<file path="src/rtl/ca_spreader.sv">
// C/A spreader: XORs navigation data bits onto PN chips.
// Bit edges stay aligned to code epoch boundaries.
//
// state | meaning
// IDLE  | no bit being spread; chips output as 0, wait for a buffered bit at an epoch end
// RUN   | cur_bit spread onto each chip; epoch_cnt counts epochs within the bit
module ca_spreader #(
  parameter int CHIPS_PER_EPOCH = 1023,
  parameter int EPOCHS_PER_BIT  = 20
) (
  input  logic clk,
  input  logic rst,
  input  logic chip_en,
  input  logic code_in,
  input  logic data_in,
  input  logic data_valid,
  output logic data_ready,
  output logic spread_out,
  output logic epoch_pulse,
  output logic bit_pulse,
  output logic underrun
);

  localparam int CW = $clog2(CHIPS_PER_EPOCH);
  localparam logic [CW-1:0] LAST_CHIP  = CW'(CHIPS_PER_EPOCH - 1);
  localparam logic [5:0]    LAST_EPOCH = 6'(EPOCHS_PER_BIT - 1);

  typedef enum logic {IDLE = 1'b0, RUN = 1'b1} state_t;

  state_t        state, state_nxt;
  logic [CW-1:0] chip_cnt;
  logic [5:0]    epoch_cnt, epoch_cnt_nxt;
  logic          cur_bit, cur_bit_nxt;
  logic          next_bit, next_bit_nxt;
  logic          next_full, next_full_nxt;
  logic          epoch_end;
  logic          accept;
  logic          bit_end;
  logic          underrun_set;

  assign epoch_end  = chip_en && (chip_cnt == LAST_CHIP);
  assign data_ready = !next_full;
  assign accept     = data_valid && !next_full;

  // Accept needs an empty buffer and load needs a full one, so they never collide.
  always_comb begin
    state_nxt     = state;
    cur_bit_nxt   = cur_bit;
    next_bit_nxt  = next_bit;
    next_full_nxt = next_full;
    epoch_cnt_nxt = epoch_cnt;
    bit_end       = 1'b0;
    underrun_set  = 1'b0;

    if (accept) begin
      next_bit_nxt  = data_in;
      next_full_nxt = 1'b1;
    end

    case (state)
      IDLE: begin
        epoch_cnt_nxt = '0;
        if (epoch_end && next_full) begin
          cur_bit_nxt   = next_bit;
          next_full_nxt = 1'b0;
          state_nxt     = RUN;
        end
      end
      RUN: begin
        if (epoch_end) begin
          if (epoch_cnt < LAST_EPOCH) begin
            epoch_cnt_nxt = epoch_cnt + 6'd1;
          end else begin
            bit_end       = 1'b1;
            epoch_cnt_nxt = '0;
            if (next_full) begin
              cur_bit_nxt   = next_bit;
              next_full_nxt = 1'b0;
            end else begin
              state_nxt    = IDLE;
              underrun_set = 1'b1;
            end
          end
        end
      end
      default: state_nxt = IDLE;
    endcase
  end

  always_ff @(posedge clk or posedge rst) begin
    if (rst) begin
      state     <= IDLE;
      epoch_cnt <= '0;
      cur_bit   <= 1'b0;
      next_bit  <= 1'b0;
      next_full <= 1'b0;
    end else begin
      state     <= state_nxt;
      epoch_cnt <= epoch_cnt_nxt;
      cur_bit   <= cur_bit_nxt;
      next_bit  <= next_bit_nxt;
      next_full <= next_full_nxt;
    end
  end

  // Spread chip uses the pre-edge state, so the boundary chip still carries the old bit.
  always_ff @(posedge clk or posedge rst) begin
    if (rst) begin
      chip_cnt    <= '0;
      spread_out  <= 1'b0;
      epoch_pulse <= 1'b0;
      bit_pulse   <= 1'b0;
      underrun    <= 1'b0;
    end else begin
      if (chip_en) begin
        chip_cnt   <= (chip_cnt == LAST_CHIP) ? '0 : chip_cnt + 1'b1;
        spread_out <= (state == RUN) ? (code_in ^ cur_bit) : 1'b0;
      end
      epoch_pulse <= epoch_end;
      bit_pulse   <= bit_end;
      if (underrun_set) underrun <= 1'b1;
    end
  end

endmodule

</file>
<file path="config.mk">
export PLATFORM = sky130hd
export DESIGN_NAME = ca_spreader
export DESIGN_NICKNAME = d
export VERILOG_FILES = /design/src/rtl/ca_spreader.sv
export SDC_FILE = /design/constraint.sdc
export NUM_CORES = 1
export LEC_CHECK = 0
export ABC_CLOCK_PERIOD_IN_PS = 4900
export CELL_PAD_IN_SITES_DETAIL_PLACEMENT = 1
export CELL_PAD_IN_SITES_GLOBAL_PLACEMENT = 2
export CORE_MARGIN = 10
export CORE_UTILIZATION = 38
export DETAILED_ROUTE_END_ITERATION = 12
export PLACE_DENSITY = 0.91
export SYNTH_ARGS = -nofsm -noshare
export SYNTH_HDL_FRONTEND = slang
export SYNTH_SLANG_ARGS = --single-unit
</file>
<file path="constraint.sdc">
create_clock -name clk -period 4.9 [get_ports clk]
set_input_delay 0.49 -clock clk [delete_from_list [all_inputs] [get_ports clk]]
set_output_delay 0.49 -clock clk [all_outputs]
set_load 0.1 [all_outputs]
</file>
==> summary.md, run 1 <==
| Metric | Value |
|---|---|
| Vias in the first global route | `~940` |
| ANT cells | `0` |
| Initial Utilization | `about two fifths` |
| Critical path class | `register to primary output` |
| Initial drt markers | `17` |
| Post-CTS setup buffers | `0` |
| IO Count | `11` |
| Dpl cell area | `~1300 µm²` |
| Worst setup SP type | `register` |
| CTS tree | `done` |
| Pins Over Slew Limit | `0` |
| Max VDD drop | `between 0.00015 and 0.0002 V` |
| Layout Cells excl Fill | `152` |
| CTS root buf | `clkbuf_4` |
| Routed Wire Length | `between 2000 and 2500 µm` |
| Worst skew pair latency | `0.31 ns` |
| Final min period | `about 2.6 ns` |
| Initial antenna violation count | `0` |
| Number of port buffers | `10` |
| Cells after Synth | `110` |
| Via count | `roughly 830` |
| Yosys reg bits | `24` |
| Worst Tran Pin Value | `a little under 1 ns` |
| DIE HEIGHT | `about 75 µm` |
| Largest net degree at the start of global routing | `25` |
| Clock skew | `0.00781 ns` |
| Setup-failing EPs final | `0` |
| CTS resizes | `0` |
| Overall Power | `between 400 and 500 µW` |
| Die X-Extent | `between 70 and 80 µm` |
| Fraction of layout cells with a size suffix above 1 | `9.92%` |
| Worst hold-check path type | `register to register` |
| Peak fanout along the critical path | `5` |
| Mean Syn Cell Area | `roughly 10 µm²` |
| Hpwl dp | `1850 µm` |
| Crit. End Element | `primary output` |
| Synth warn | `0` |
| Unique cell type count in the Yosys netlist | `32` |
| DR DRC count | `0` |
| Relative slew slack | `about a third` |
| Core Footprint | `between 2000 and 3000 µm²` |
| Max-Cap Viols | `0` |
| Nets | `between 100 and 150` |
| Grt ovf | `0` |
| RSZ-0062 raised after global routing | `no` |
| Cts bufs inserted | `3` |
| Maximum clock insertion buffer count | `2` |
| Pleak | `between 0.5 and 0.6 nW` |
| Mapped Area | `about 1100 µm²` |
| Clock slew at reported path FFs | `around 0.14 ns` |
| Final clock period utilization by the worst path | `between 50% and 60%` |
| Syn nets | `between 100 and 150` |
| Post-Layout Inst Area | `around 1300 µm²` |
| Req. time, crit path | `between 4 and 5 ns` |
| Clock H-tree levels | `1` |
| Remaining antenna violation count | `0` |
| Drt pass-1 iters | `4` |
| Via density per instance | `approximately 5.4` |
| Peak Freq | `386 MHz` |
| Post-synthesis sequential area ratio | `52.6%` |
| # rows | `19` |
| Placer Congestion | `~0.77` |
| Layout Area Growth over Synthesis | `13.6%` |
| Power Density | `352 nW/µm²` |
| Final hold violations | `0` |
| Clock sinks | `24` |
| GRT Total Usage | `about a tenth` |
| Placed cell count | `between 100 and 150` |
| Most frequent cells in the layout | `dfrtp_1 (24), nor2_1 (15), clkdlybuf4s50_1 (10)` |
| Run status | `finished clean` |
| Routed len/inst | `16.2 µm` |
| Setup TNS Final | `0 ns` |
| Total die area | `between 5000 and 6000 µm²` |
| Core Util, Final | `between 40% and 50%` |
| CP Data Arrival Time | `~2.1 ns` |
| Number of hold buffers added after CTS | `0` |
| First-pass GRT wire length | `roughly 4500 µm` |
| Most common cell after layout, fill and taps aside | `dfrtp_1` |
[Yosys cell counts]
cell / n / area share, %
a21o_1: 1 / 0.66
ha_1: 3 / 3.3
o21ai_0: 6 / 2.6
a41oi_1: 1 / 0.77
a21oi_1: 3 / 1.3
or4b_2: 1 / 0.88
or4_4: 1 / 0.99
clkbuf_1: 1 / 0.33
a31o_2: 1 / 0.77
buf_6: 1 / 0.99
clkinv_8: 1 / 1.4
nand4_1: 4 / 2.2
inv_1: 6 / 2.0
a21boi_0: 1 / 0.66
nor3_2: 1 / 0.88
o31a_1: 1 / 0.77
nor3_1: 3 / 1.3
nand3_1: 6 / 2.6
nor4b_1: 1 / 0.77
mux2_4: 1 / 1.3
and3_1: 1 / 0.55
buf_2: 1 / 0.44
mux2i_1: 1 / 0.88
nand2_1: 8 / 2.6
xnor2_1: 4 / 3.1
nand3_2: 2 / 1.8
a211oi_1: 2 / 1.3
xor2_1: 4 / 3.1
nor2_1: 15 / 4.9
dfrtp_1: 24 / 53
a31oi_1: 2 / 1.1
or3_1: 2 / 1.1
[power breakdown]
part / internal (mW) / switching (mW)
logic: 0.0386 / 0.0476
registers: 0.228 / 0.0365
clock network: 0.0454 / 0.0596
[final timing paths]
kind / start / to / slack (ns) / depth (start not counted)
setup / recovery: next_full$_DFF_PP0_ / data_ready / 2.31 / 2
hold / removal: underrun$_DFFE_PP0P_ / underrun$_DFFE_PP0P_ / 0.48 / 1
setup reg to reg: chip_cnt[0]$_DFFE_PP0P_ / cur_bit$_DFFE_PP0P_ / 2.94 / 7
hold reg to reg: underrun$_DFFE_PP0P_ / underrun$_DFFE_PP0P_ / 0.48 / 1
max in group asynchronous: rst / chip_cnt[6]$_DFFE_PP0P_ / 3.68 / 2
min in group asynchronous: rst / next_bit$_DFFE_PP0P_ / 0.66 / 2
[per-stage QoR]
step                      setup WS [ns]  hold WS (ns)
after floorplan                    3.09         0.475
after global placement             2.39         0.442
after detailed placement           2.29         0.460
after CTS                          2.31         0.492
after global routing               2.23         0.516
final                              2.31         0.483
[layer usage]
metal	share of wire, %	wire, µm	track usage [%]
met1	48	1190	13.0
met2	48	1180	16.4
met3	3.9	97	2.50
met4	0.32	8	3.15
met5	0	0	0
[critical path, stage by stage, from the launching register on]
cell	delay (ns)
dfrtp_1	0.45
inv_1	0.17
clkdlybuf4s50_1	1.17
[cells by family after synthesis]
group | Yosys count | synth area share [%]
and+or+nand+nor | 45 | 20.6
DFF | 24 | 52.6
AOI/OAI and AO/OA | 18 | 9.98
buffers and inverters | 10 | 5.15
xor gates and xnor gates | 8 | 6.14
adders and majority gates | 3 | 3.29
muxes | 2 | 2.19
[layout make-up]
class | instances | area [µm²]
Inverter | 7 | 38.8
Sequential cell | 24 | 601
Timing Repair Buffer | 10 | 100
Tap cell | 31 | 38.8
Multi-Input combinational cell | 76 | 482
Fill cell | 326 | 1510
Clock buffer | 4 | 36.3
[sequential cells by signal, indices dropped and copies added (netlist names)]
name	count
next_bit	1
spread_out	1
epoch_cnt	6
chip_cnt	10
epoch_pulse	1
state	1
bit_pulse	1
next_full	1
underrun	1
cur_bit	1
No activity file was read; power rests on OpenSTA's default activity.
==> run 2: changes to the inputs <==
- ABC_CLOCK_PERIOD_IN_PS: 4900 -> 2600
- CORE_UTILIZATION: 38 -> 35
- PLACE_DENSITY: 0.91 -> 0.85
- clock period: 4.9 -> 2.6 ns (I/O delays scaled with it)
==> summary.md, run 2 (synthesized netlist as in run 1, its figures left out) <==
| Metric | Value |
|---|---|
| Run status | `finished clean` |
| Post-CTS setup buffers | `0` |
| ANT cells | `0` |
| Worst path slowest cell | `or4_4` |
| Initial Utilization | `between 30 and 40%` |
| Total die area | `a little under 6000 µm²` |
| Dpl cell area | `approximately 1300 µm²` |
| Setup-failing EPs final | `0` |
| Setup crit start | `chip_cnt[0]$_DFFE_PP0P_` |
| Clock slew at reported path FFs | `0.13 ns` |
| IO Count | `11` |
| Routed Wire Length | `2410 µm` |
| Grt ovf | `0` |
| DIE HEIGHT | `around 77 µm` |
| Peak Freq | `514 MHz` |
| Worst setup SP type | `register` |
| Remaining antenna violation count | `0` |
| Layout Area Growth over Synthesis | `15.2%` |
| Req. time, crit path | `roughly 2.8 ns` |
| Setup TNS Final | `0 ns` |
| Max-Cap Viols | `0` |
| Crit. End Element | `register` |
| Worst skew pair latency | `0.31 ns` |
| Origin of the critical flop-to-flop path | `chip_cnt[0]$_DFFE_PP0P_` |
| Maximum clock insertion buffer count | `2` |
| Worst Tran Pin Value | `0.393 ns` |
| GRT Total Usage | `approximately 9%` |
| Peak fanout along the critical path | `17` |
| Final worst setup slack | `~0.66 ns` |
| Initial drt markers | `27` |
| # rows | `20` |
| Clock skew | `0.00611 ns` |
| Buf/Inv on CP | `2` |
| First-pass GRT wire length | `4330 µm` |
| Clock H-tree levels | `1` |
| CTS resizes | `0` |
| Fraction of layout cells with a size suffix above 1 | `roughly 15%` |
| CP Depth | `7` |
| Cells along the critical path | `inv_1, ha_1, nand2_1, or4_4, clkinv_8, nand3_2, mux2_4` |
| Biggest regs | `chip_cnt (10), epoch_cnt (6)` |
| Top delay family on crit path | `simple AND/OR/NAND/NOR gates` |
| Number of hold buffers added after CTS | `0` |
| CTS root buf | `clkbuf_4` |
| Most common cell after layout, fill and taps aside | `dfrtp_1` |
| Final hold violations | `0` |
| Setup WS pre-CTS | `0.565 ns` |
| Via count | `~840` |
| Core Footprint | `between 3000 and 4000 µm²` |
| Most frequent cells in the layout | `dfrtp_1 (24), nor2_1 (15), nand2_1 (8)` |
| Cts bufs inserted | `3` |
| Power Density | `about 650 nW/µm²` |
| Initial antenna violation count | `0` |
| Via density per instance | `between 5 and 6` |
| FF+latch area | `601 µm²` |
| Clock sinks | `24` |
| FF-to-FF path depth | `7` |
| Pleak | `approximately 0.57 nW` |
| Vias in the first global route | `between 900 and 1000` |
| Placer Congestion | `around 0.74` |
| Pins Over Slew Limit | `0` |
| Critical path class | `register to register` |
| Max VDD drop | `around 0.00031 V` |
| Core Util, Final | `around 43%` |
| CP Data Arrival Time | `about 2.2 ns` |
| Die X-Extent | `approximately 77 µm` |
| Number of port buffers | `10` |
| Largest Register | `chip_cnt` |
| DR DRC count | `0` |
| Relative slew slack | `about 74%` |
| Drt pass-1 iters | `4` |
| Nets | `133` |
| Routed len/inst | `14.5 µm` |
| RSZ-0062 raised after global routing | `no` |
| Max reg flops | `10` |
| Number of fill cells | `approximately 360` |
| CTS tree | `done` |
| Multi-input gate area | `~480 µm²` |
| Final clock period utilization by the worst path | `74.8%` |
| Post-Layout Inst Area | `about 1300 µm²` |
| Largest net degree at the start of global routing | `25` |
| Final min period | `1.94 ns` |
| Hpwl dp | `around 1800 µm` |
| Max incr delay on CP | `0.57 ns` |
| Worst hold-check path type | `input port to async pin` |
| WHS | `approximately 0.29 ns` |
-- run 2: cell types whose count changed in the layout (fill, tap and decap cells not counted), sizes merged --
cell | previous run | this run
buf | 0 | 7
clkdlybuf4s50 | 10 | 5
-- run 2: report_power, final --
part	switching (mW)	total, mW	internal [mW]	leakage (nW)
sequential	0.0729	0.502	0.430	0.311
clock	0.110	0.196	0.0855	0.0210
combinational	0.0853	0.160	0.0743	0.242
total	0.268	0.858	0.589	0.574
-- run 2: metrics by stage --
| stage | total power, mW | cells |
|---|---|---|
| 3_3_place_gp | 0.662 | 163 |
| 2_1_floorplan | 0.614 | 110 |
| 6_report | 0.858 | 167 |
| 3_5_place_dp | 0.671 | 163 |
| 5_1_grt | 0.920 | 167 |
| 4_1_cts | 0.874 | 167 |
-- run 2: worst reg2reg max path, delay by kind of cell, from the launching register on --
kind          cells  cell delay, ns
flops             1            0.46
buf+inv           2            0.21
simple gates      3            0.73
mux               1            0.30
fa+ha+maj         1            0.14
-- run 2: worst paths after layout --
| kind | endpoint | slack [ns] |
|---|---|---|
| min in group clk | underrun$_DFFE_PP0P_ | 0.48 |
| max in group asynchronous | cur_bit$_DFFE_PP0P_ | 2.08 |
| hold / removal | epoch_cnt[1]$_DFFE_PP0P_ | 0.29 |
| hold reg to reg | underrun$_DFFE_PP0P_ | 0.48 |
| setup / recovery | cur_bit$_DFFE_PP0P_ | 0.66 |
| setup reg to reg | cur_bit$_DFFE_PP0P_ | 0.66 |
-- run 2: final cells by class --
cell class	count	share of cell area, %
inverters	7	2.95
repair buffers	12	7.80
flip-flops and latches	24	45.7
well taps	44	4.19
clock buffers	4	2.76
multi-input cells	76	36.6
-- run 2: layer usage --
layer	part of all wire, %	track usage (%)	wire (µm)	up-vias
li1	-	-	-	414
met1	50	10.5	1200	410
met2	46	14.4	1100	10
met3	4.0	2.80	96	2
met4	0.79	3.28	19	0
met5	0	0	0	-
